===== src/rtl/fft_8p_frame_buf.sv =====
// Purpose: ping-pong serial-to-parallel frame buffer feeding the 8-point FFT; optional FFT_FRAME_BUF_PRESCALE_EN stores samples pre-shifted by log2(N).
// Latency: a frame is presented on x_real/x_imag the cycle after its N-th sample is accepted, with no extra register stage.
// Backpressure: s_ready drops while the write bank is full (both banks held); each frame is held until o_valid && o_ready.
module fft_8p_frame_buf #(
    parameter int DATA_WIDTH = 16,
    parameter int N          = 8
) (
    input  logic                         clk,
    input  logic                         rst,
    input  logic                         s_valid,
    output logic                         s_ready,
    input  logic signed [DATA_WIDTH-1:0] s_real,
    input  logic signed [DATA_WIDTH-1:0] s_imag,
    input  logic                         s_last,
    output logic signed [DATA_WIDTH-1:0] x_real [N],
    output logic signed [DATA_WIDTH-1:0] x_imag [N],
    output logic                         o_valid,
    input  logic                         o_ready,
    output logic                         frame_err
);

    localparam int               CNT_W    = $clog2(N);
    localparam logic [CNT_W-1:0] LAST_IDX = CNT_W'(N - 1);

    logic signed [DATA_WIDTH-1:0] bank_re [2][N];
    logic signed [DATA_WIDTH-1:0] bank_im [2][N];
    logic [1:0]                   bank_full;
    logic                         wr_bank;
    logic                         rd_bank;
    logic [CNT_W-1:0]             wr_cnt;

    logic                         accept;
    logic                         complete;
    logic                         malformed;
    logic                         rel_frm;
    logic signed [DATA_WIDTH-1:0] st_re;
    logic signed [DATA_WIDTH-1:0] st_im;

    assign s_ready   = !rst && !bank_full[wr_bank];
    assign accept    = s_valid && s_ready;
    assign complete  = accept && (wr_cnt == LAST_IDX);
    assign malformed = accept && s_last && (wr_cnt != LAST_IDX);
    assign o_valid   = bank_full[rd_bank];
    assign rel_frm   = o_valid && o_ready;

    // Arithmetic shift keeps the worst-case FFT gain of N inside DATA_WIDTH.
    always_comb begin
        st_re = s_real;
        st_im = s_imag;
`ifdef FFT_FRAME_BUF_PRESCALE_EN
        st_re = s_real >>> CNT_W;
        st_im = s_imag >>> CNT_W;
`else
`endif
    end

    always_comb begin
        for (int i = 0; i < N; i++) begin
            x_real[i] = bank_re[rd_bank][i];
            x_imag[i] = bank_im[rd_bank][i];
        end
    end

    always_ff @(posedge clk) begin
        if (rst) begin
            for (int b = 0; b < 2; b++) begin
                for (int i = 0; i < N; i++) begin
                    bank_re[b][i] <= '0;
                    bank_im[b][i] <= '0;
                end
            end
            bank_full <= '0;
            wr_bank   <= 1'b0;
            rd_bank   <= 1'b0;
            wr_cnt    <= '0;
            frame_err <= 1'b0;
        end else begin
            frame_err <= malformed;

            if (accept) begin
                bank_re[wr_bank][wr_cnt] <= st_re;
                bank_im[wr_bank][wr_cnt] <= st_im;
            end

            if (complete) begin
                wr_cnt  <= '0;
                wr_bank <= ~wr_bank;
            end else if (malformed) begin
                wr_cnt <= '0;
            end else if (accept) begin
                wr_cnt <= wr_cnt + 1'b1;
            end

            // Release and completion never collide on one bank: a bank being
            // released is full, a bank being completed is still empty.
            if (rel_frm) begin
                bank_full[rd_bank] <= 1'b0;
                rd_bank            <= ~rd_bank;
            end
            if (complete) begin
                bank_full[wr_bank] <= 1'b1;
            end
        end
    end

endmodule


===== config.mk =====
export PLATFORM = sky130hd
export DESIGN_NAME = fft_8p_frame_buf
export DESIGN_NICKNAME = d
export VERILOG_FILES = /design/src/rtl/fft_8p_frame_buf.sv
export SDC_FILE = /design/constraint.sdc
export NUM_CORES = 1
export LEC_CHECK = 0
export CAP_MARGIN = 20
export CORE_MARGIN = 2
export CORE_UTILIZATION = 40
export CTS_CLUSTER_SIZE = 24
export DETAILED_ROUTE_END_ITERATION = 6
export PLACE_DENSITY = 0.6
export SKIP_CTS_REPAIR_TIMING = 1
export SLEW_MARGIN = 20
export SYNTH_ARGS = -nofsm -noshare
export SYNTH_HDL_FRONTEND = slang
export SYNTH_SLANG_ARGS = --single-unit

===== constraint.sdc =====
create_clock -name clk -period 10.7 [get_ports clk]
set_clock_uncertainty 0.2 [all_clocks]
set_input_delay 1.605 -clock clk [delete_from_list [all_inputs] [get_ports clk]]
set_output_delay 1.605 -clock clk [all_outputs]
set_load 0.01 [all_outputs]

==> flow_metrics.tcl, run 1 <==
set metrics [dict create \
    relSlewSlack_pct 31.2 \
    clockBufferDepth 3 \
    vias 12100 \
    grt_use_total_pct 22.1 \
    maxCapViolCount 0 \
    area_growth_pct 26.0 \
    status "completed" \
    cp_top_family "buffers and inverters" \
    die_h_um 235 \
    p_leak_uw 0.00974 \
    maxSlewViolCount 0 \
    syn_area_per_cell_um2 16.7 \
    endpoint_kind "output port" \
    clock_tree.root_cell "clkbuf_16" \
    hold_class "reg -> reg" \
    dieArea_mm2 0.0551 \
    crit_required_ps 8900 \
    htreeDepth 2 \
    tightest_slew_ps 1030 \
    p_int_uw 3540 \
    place_congestion 0.757 \
    drc 0 \
    synth_seq_cells 521 \
    setup_tns_ps 0 \
    grt_overflow 0 \
    drt_iter0_drc 989 \
    synth_cells 1275 \
    holdWs_ps 392 \
    path_class "reg -> out" \
    design_area_mm2 0.0268 \
    wl_um 62000 \
    fin_crit_sh_pct 55.8 \
    cpMaxStageDelayCell "dfxtp_4" \
    path_clk_slew_ps 60 \
    fmax_ghz 0.167 \
    synth.net_count 1314 \
    row_count 84 \
    numClockSinks 521 \
    synthFlopType "edfxtp_1" \
    p_switching_uw 992 \
    synth.distinct_cells 37 \
    fin_util_pct 51.0 \
    io_buffers 295 \
    seqPwrFrac_pct 52.5 \
    cts_buffers 54 \
    critPathMaxStageDelay_ps 950 \
    initial_utilization_pct 40.5 \
    cpMostUsedCell "buf_4" \
    clockPowerShare_pct 39.6 \
    ios 296 \
    synth.top_cell.area_share_pct 72.1 \
    syn_area_mm2 0.0213 \
    place_area_mm2 0.0252 \
    drive_gt1_share_pct 23.8 \
    viasPerCell 5.22 \
    ant_nets 0 \
    finalHoldViolations 0 \
    async_flop_share_pct 0 \
    combinationalPowerShare_pct 7.8 \
    rsz0062_at_grt "false" \
    cp-start-kind "register" \
    antenna_found_initial 4 \
    nets 1622 \
    power_density_mw_per_mm2 169 \
    synth_top_cell_by_area "edfxtp_1" \
    crit_path_max_fanout 65 \
    tritoncts "yes" \
    diodes 0 \
    fp.dieW_um 235 \
    cp_num_buf_inv 3 \
    synth_area_leaders "edfxtp_1 (72%), mux2_2 (14%), and2_1 (5.6%)" \
    cp.arrival_ps 4170 \
    grt_pass1_wl_um 88400 \
    dr.pass1.iters 5 \
    ir_worst_vdd_mv 0.109 \
    coreArea_mm2 0.0527 \
    switching_share_pct 21.9 \
    routedWlPerCell_um 26.8 \
    seq_area_frac_synth_pct 73.0 \
    grt_max_degree 72 \
    yosys_warnings 0 \
    setup_violations 0 \
    dpl.hpwl_um 38900 \
    clk_latency_ps 590 \
    grt_pass1_vias 12200 \
    crit_path_cell_trace "buf_4 > buf_4 > mux2_2 > clkdlybuf4s50_1" \
    min_period_ps 5970 \
    synth_edf_count 512 \
]
[registers in the layout (all words and copies together) (netlist names), named ones only]
| signal | count |
|---|---|
| wr_cnt | 3 |
| wr_bank | 1 |
| frame_err | 1 |
| bank_full | 2 |
| rd_bank | 1 |
| bank_im | 256 |
| bank_re | 256 |
[path summary, 6_finish.rpt]
check | cells past startpoint | slack (ps) | endpoint | from
worst max-delay path | 4 | 4730 | x_imag[127] | register
worst min-delay path | 2 | 390 | register | rd_bank$_SDFFE_PP0P_
worst max register to register | 5 | 6860 | bank_re[0][83]$_SDFFCE_PN0P_ | wr_bank$_SDFFE_PP0P_
worst min register to register | 2 | 390 | register | rd_bank$_SDFFE_PP0P_
[power by group through the flow]
| stage | Clock, uW | Sequential [uW] | Combinational, uW |
|---|---|---|---|
| 5_1_grt | 1900 | 2390 | 374 |
| 3_3_place_gp | 0 | 2420 | 351 |
| 3_5_place_dp | 0 | 2420 | 360 |
| 2_1_floorplan | 0 | 2410 | 144 |
| 4_1_cts | 1810 | 2380 | 363 |
| 6_report | 1800 | 2380 | 355 |
[kinds of logic (layout without fill, tap and decap cells)]
logic type / Yosys count / count (layout) / synth area share (%)
flops: 521 / 521 / 73.0
simple gates: 397 / 397 / 10.4
mux: 258 / 258 / 13.6
buf+inv: 76 / 424 / 2.18
compound gates: 21 / 21 / 0.687
fa+ha+maj: 2 / 2 / 0.117
[Yosys cell counts, types with 4 or more instances]
| library cell | n |
|---|---|
| buf_6 | 17 |
| and2_1 | 191 |
| mux2_2 | 257 |
| nand3_1 | 4 |
| nor3_4 | 6 |
| clkbuf_1 | 13 |
| o21ai_0 | 7 |
| nand2_1 | 35 |
| inv_1 | 4 |
| nor2_1 | 105 |
| buf_2 | 38 |
| and3_1 | 33 |
| edfxtp_1 | 512 |
| dfxtp_1 | 9 |
| or2_2 | 5 |
[tightest hold or removal path: cells and delay by family, from the launching register on]
kind	cells	cell delay (ps)
flops	1	330
compound gates	1	160
simple gates	1	70
[cell usage in the layout, fill, tap and decap left out, drive strengths merged]
| cell | count |
|---|---|
| or2b | 1 |
| bufinv | 3 |
| nand3 | 4 |
| nand2b | 3 |
| nor4b | 1 |
| a311oi | 1 |
| a31oi | 2 |
| clkdlybuf4s50 | 295 |
| a41oi | 3 |
| buf | 29 |
| or4b | 1 |
| and2 | 193 |
| and3b | 1 |
| a41o | 2 |
| mux2i | 1 |
| clkinv | 18 |
| o31ai | 3 |
| nand4 | 2 |
| ha | 2 |
| clkinvlp | 2 |
| o21ai | 7 |
| and3 | 33 |
| nor2b | 3 |
| mux2 | 257 |
| o22ai | 1 |
| inv | 4 |
| nor2 | 105 |
| a21oi | 1 |
| or3b | 1 |
| nand2 | 35 |
| edfxtp | 512 |
| or2 | 5 |
| dfxtp | 9 |
| nor3 | 9 |
| a32o | 1 |
| clkbuf | 73 |
[layer usage]
metal	up-vias	wire (um)	part of all wire, %	global-route usage [%]
li1	5328	-	-	-
met1	6199	26000	42	29.2
met2	436	31100	50	37.7
met3	86	3240	5.2	3.16
met4	6	1590	2.6	6.83
met5	-	45	0.073	0
[layout make-up]
class                      instances  area (um2)
sequential                       521       15600
multi-input combinational        678        5480
clock buffer                      73        1490
clock inverter                    23         179
tap                              688         861
timing repair buffer             324        3260
fill                            4313       25800
inverter                           4        15.0
[through the flow]
step	instances	total power (uW)	setup WS, ps
after detailed placement	2215	2780	5330
after floorplan	1275	2550	5450
after global placement	2210	2770	5360
final	2311	4530	4730
after CTS	2311	4550	4670
after global routing	2311	4660	4510
(Power assumes the default switching activity.)
==> run 2, diff against run 1 <==
==> constraint.sdc (replaced) <==
create_clock -name clk -period 5.95 [get_ports clk]
set_clock_uncertainty 0.2 [all_clocks]
set_input_delay 0.8925 -clock clk [delete_from_list [all_inputs] [get_ports clk]]
set_output_delay 0.8925 -clock clk [all_outputs]
set_load 0.01 [all_outputs]
==> run 2 against run 1 <==
Net effect:
- worst hold slack gained 17 ps
- sequential share of layout area decreased by 0.11 points
- combinational power up 79%
- final cell count about the same
- critical path depth is 1 lower
- clock power grew 89%
- core utilization increased by 0.10 points
- critical endpoint is now x_real[83]
- largest cell class unchanged
==> flow_metrics.tcl, run 2 (same netlist as run 1, synthesis figures left out) <==
set metrics [dict create \
    relSlewSlack_pct 26.3 \
    path_clk_slew_ps 60 \
    coreArea_mm2 0.0527 \
    antenna_found_initial 2 \
    dr.pass1.iters 5 \
    dieArea_mm2 0.0551 \
    seq_area_mm2 0.0156 \
    wl_um 60300 \
    vias 11900 \
    place_congestion 0.775 \
    p_leak_uw 0.00977 \
    hold_class "reg -> reg" \
    numClockSinks 521 \
    fill_cells 4349 \
    die_h_um 235 \
    setup_violations 0 \
    clk_latency_ps 610 \
    cts_buffers 54 \
    rsz0062_at_grt "false" \
    fin_crit_sh_pct 69.5 \
    maxSlewViolCount 0 \
    fmax_ghz 0.242 \
    grt_max_degree 91 \
    final_common_cell "edfxtp_1" \
    clock_tree.root_cell "clkbuf_16" \
    tightest_slew_ps 1100 \
    min_period_ps 4140 \
    area_growth_pct 26.2 \
    cp-start-kind "register" \
    grt_pass1_vias 12300 \
    reg_top3 "bank_im x256, bank_re x256, wr_cnt x3" \
    status "completed" \
    drive_gt1_share_pct 24.0 \
    clockBufferDepth 3 \
    htreeDepth 2 \
    most-common-layout-cells "edfxtp_1 (512), clkdlybuf4s50_1 (295), mux2_2 (257)" \
    path_class "reg -> out" \
    viasPerCell 5.17 \
    initial_utilization_pct 40.5 \
    crit_path_max_fanout 57 \
    ir_worst_vdd_mv 0.205 \
    routedWlPerCell_um 26.1 \
    maxCapViolCount 0 \
    ant_nets 0 \
    fp.dieW_um 235 \
    tritoncts "yes" \
    drt_iter0_drc 1077 \
    r2r-end "bank_im[1][122]$_SDFFCE_PN0P_" \
    diodes 0 \
    cp.arrival_ps 3040 \
    min_delay_path_depth 2 \
    ios 296 \
    grt_use_total_pct 21.5 \
    reg2regPathDepth 4 \
    drc 0 \
    crit_required_ps 4860 \
    grt_overflow 0 \
    nets 1621 \
    finalHoldViolations 0 \
    r2r_slack_ps 2480 \
    fin_util_pct 51.1 \
    power_density_mw_per_mm2 309 \
    r2r-start "wr_bank$_SDFFE_PP0P_" \
    row_count 84 \
    setup_tns_ps 0 \
    grt_pass1_wl_um 86500 \
    io_buffers 295 \
    endpoint_kind "output port" \
    dpl.hpwl_um 38500 \
    min_from "rd_bank$_SDFFE_PP0P_" \
    multiInputGateArea_mm2 0.00548 \
]
## run 2: power breakdown
part           switching [uW]  internal [uW]  total (uW)
logic                     370            266         636
registers                43.1           4220        4270
clock network            1400           2010        3410
total                    1820           6500        8320
## run 2: metal layers
metal	wire, um	track usage [%]
met4	1090	5.31
met1	25900	29.1
met5	11	0
met3	3030	3.23
met2	30400	36.4
## run 2: worst max path at each step
stage | to | slack [ps]
2_1_floorplan | bank_im[0][80]$_SDFFCE_PN0P_ | 1410
3_3_place_gp | bank_re[0][15]$_SDFFCE_PN0P_ | 1940
3_5_place_dp | bank_re[0][8]$_SDFFCE_PN0P_ | 1920
4_1_cts | x_real[83] | 1750
5_1_grt | x_real[83] | 1690
6_report | x_real[83] | 1810
## run 2: final cells by class
type | count | share of cell area, %
inverters | 4 | 0.0558
well taps | 688 | 3.20
multi-input cells | 678 | 20.4
flip-flops and latches | 521 | 57.8
repair buffers | 323 | 12.0
clock inverters | 30 | 1.34
clock buffers | 68 | 5.22
## run 2: worst max-delay path, cell delays in order, from the launching register on
cell and delay, ps:
dfxtp_4 900, buf_4 570, mux2_2 440, clkdlybuf4s50_1 500
## run 2: through the flow
step	instances	hold slack [ps]	worst slack (ps)	power, uW	area, um2
floorplan	1275	338	1410	4590	21300
global placement	2213	379	1940	4970	25100
detailed placement	2214	393	1920	4990	25100
CTS	2312	409	1750	8370	26900
global route	2312	456	1690	8550	26900
finish	2312	409	1810	8320	26900
==> run 3, diff against run 2 <==
==> constraint.sdc (replaced) <==
create_clock -name clk -period 4 [get_ports clk]
set_clock_uncertainty 0.2 [all_clocks]
set_input_delay 0.6 -clock clk [delete_from_list [all_inputs] [get_ports clk]]
set_output_delay 0.6 -clock clk [all_outputs]
set_load 0.01 [all_outputs]
==> run 3 against run 2 <==
Net effect:
- clock power rose by 41%
- final cell count up 1.0%
- wire length increased by 0.43%
- worst hold slack gained 21 ps
- global-route usage is 0.29 points higher
- first-iteration DRC count down 27%
- critical path depth unchanged
- final area increased by 0.80%
- via count hardly changed
==> flow_metrics.tcl, run 3 (same netlist as run 1, synthesis figures left out) <==
set metrics [dict create \
    htreeDepth 2 \
    grt_max_degree 44 \
    design_area_mm2 0.0271 \
    grt_pass1_wl_um 87300 \
    drt_iter0_drc 787 \
    relSlewSlack_pct 32.1 \
    most-common-layout-cells "edfxtp_1 (512), clkdlybuf4s50_1 (295), mux2_2 (257)" \
    drc 0 \
    grt_use_total_pct 21.8 \
    diodes 0 \
    routedWlPerCell_um 25.9 \
    row_count 84 \
    min_period_ps 3520 \
    finalHoldViolations 0 \
    ant_nets 0 \
    place_congestion 0.812 \
    initial_utilization_pct 40.5 \
    clk_latency_ps 600 \
    coreArea_mm2 0.0527 \
    dpl.hpwl_um 38600 \
    r2r-start "wr_bank$_SDFFE_PP0P_" \
    fin_ws_ps 479 \
    final_common_cell "edfxtp_1" \
    dieArea_mm2 0.0551 \
    tightest_slew_ps 1020 \
    place_ws_ps 576 \
    fp.dieW_um 235 \
    vias 11900 \
    setup_tns_ps 0 \
    fmax_ghz 0.284 \
    maxCapViolCount 0 \
    io_buffers 295 \
    fin_util_pct 51.5 \
    grt_overflow 0 \
    tritoncts "yes" \
    cp.arrival_ps 2720 \
    crit_required_ps 3200 \
    reg_top3 "bank_im x256, bank_re x256, wr_cnt x3" \
    viasPerCell 5.11 \
    ir_worst_vdd_mv 0.326 \
    p_leak_uw 0.00989 \
    clockBufferDepth 3 \
    drive_gt1_share_pct 25.1 \
    path_clk_slew_ps 60 \
    hold_class "reg -> reg" \
    clock_tree.root_cell "clkbuf_16" \
    status "completed" \
    cp-start-kind "register" \
    place_area_mm2 0.0254 \
    crit_path_max_fanout 43 \
    endpoint_kind "output port" \
    nets 1645 \
    area_growth_pct 27.2 \
    dr.pass1.iters 5 \
    antenna_found_initial 2 \
    numClockSinks 521 \
    power_density_mw_per_mm2 447 \
    ios 296 \
    dp.cells 2239 \
    die_h_um 235 \
    min_from "rd_bank$_SDFFE_PP0P_" \
    setup_violations 0 \
    grt_pass1_vias 12500 \
    path_class "reg -> out" \
    cts_buffers 53 \
    fin_cells 2336 \
    fin_crit_sh_pct 88.0 \
    maxSlewViolCount 0 \
    wl_um 60600 \
    rsz0062_at_grt "false" \
]
-- run 3: cell types whose count changed in the layout (fill, tap and decap cells not counted), sizes merged --
| cell | delta |
|---|---|
| buf | +25 |
| clkbuf | +4 |
| inv | +1 |
| bufinv | -4 |
| clkinvlp | -2 |
-- run 3: path summary, 6_finish.rpt --
kind	depth (start not counted)	end	slack, ps
min	2	register	430
max reg2reg	5	bank_im[1][84]$_DFFE_PP_	1140
max	3	x_real[57]	480
min reg2reg	2	register	430
-- run 3: where the power goes --
group	internal (uW)	leakage, uW	switching (uW)
Combinational	413	0.00371	550
Clock	2770	0.000815	2040
Sequential	6280	0.00537	65.0
Total	9460	0.00989	2650
-- run 3: layout make-up --
class	instances	area (um2)
multi-input cells	678	5480
fillers	4271	25500
flip-flops and latches	521	15600
inverters	4	15.0
well taps	688	861
repair buffers	348	3540
clock inverters	25	224
clock buffers	72	1440
-- run 3: layer usage --
| layer | track usage [%] | up-vias | routed length (um) |
|---|---|---|---|
| li1 | - | 5371 | - |
| met2 | 36.5 | 393 | 30100 |
| met1 | 28.8 | 6071 | 25400 |
| met5 | 0 | - | 16 |
| met4 | 8.00 | 2 | 1950 |
| met3 | 3.22 | 98 | 3110 |
-- run 3: worst max-delay path: stages, from the launching register on --
cell             delay (ps)
dfxtp_4                 820
buf_12                  340
mux2_2                  410
clkdlybuf4s50_1         490
-- run 3: through the flow --
stage	hold WS (ps)	power [uW]
2_1_floorplan	338	6830
3_3_place_gp	389	7420
3_5_place_dp	407	7440
4_1_cts	424	12200
5_1_grt	476	12500
6_report	430	12100
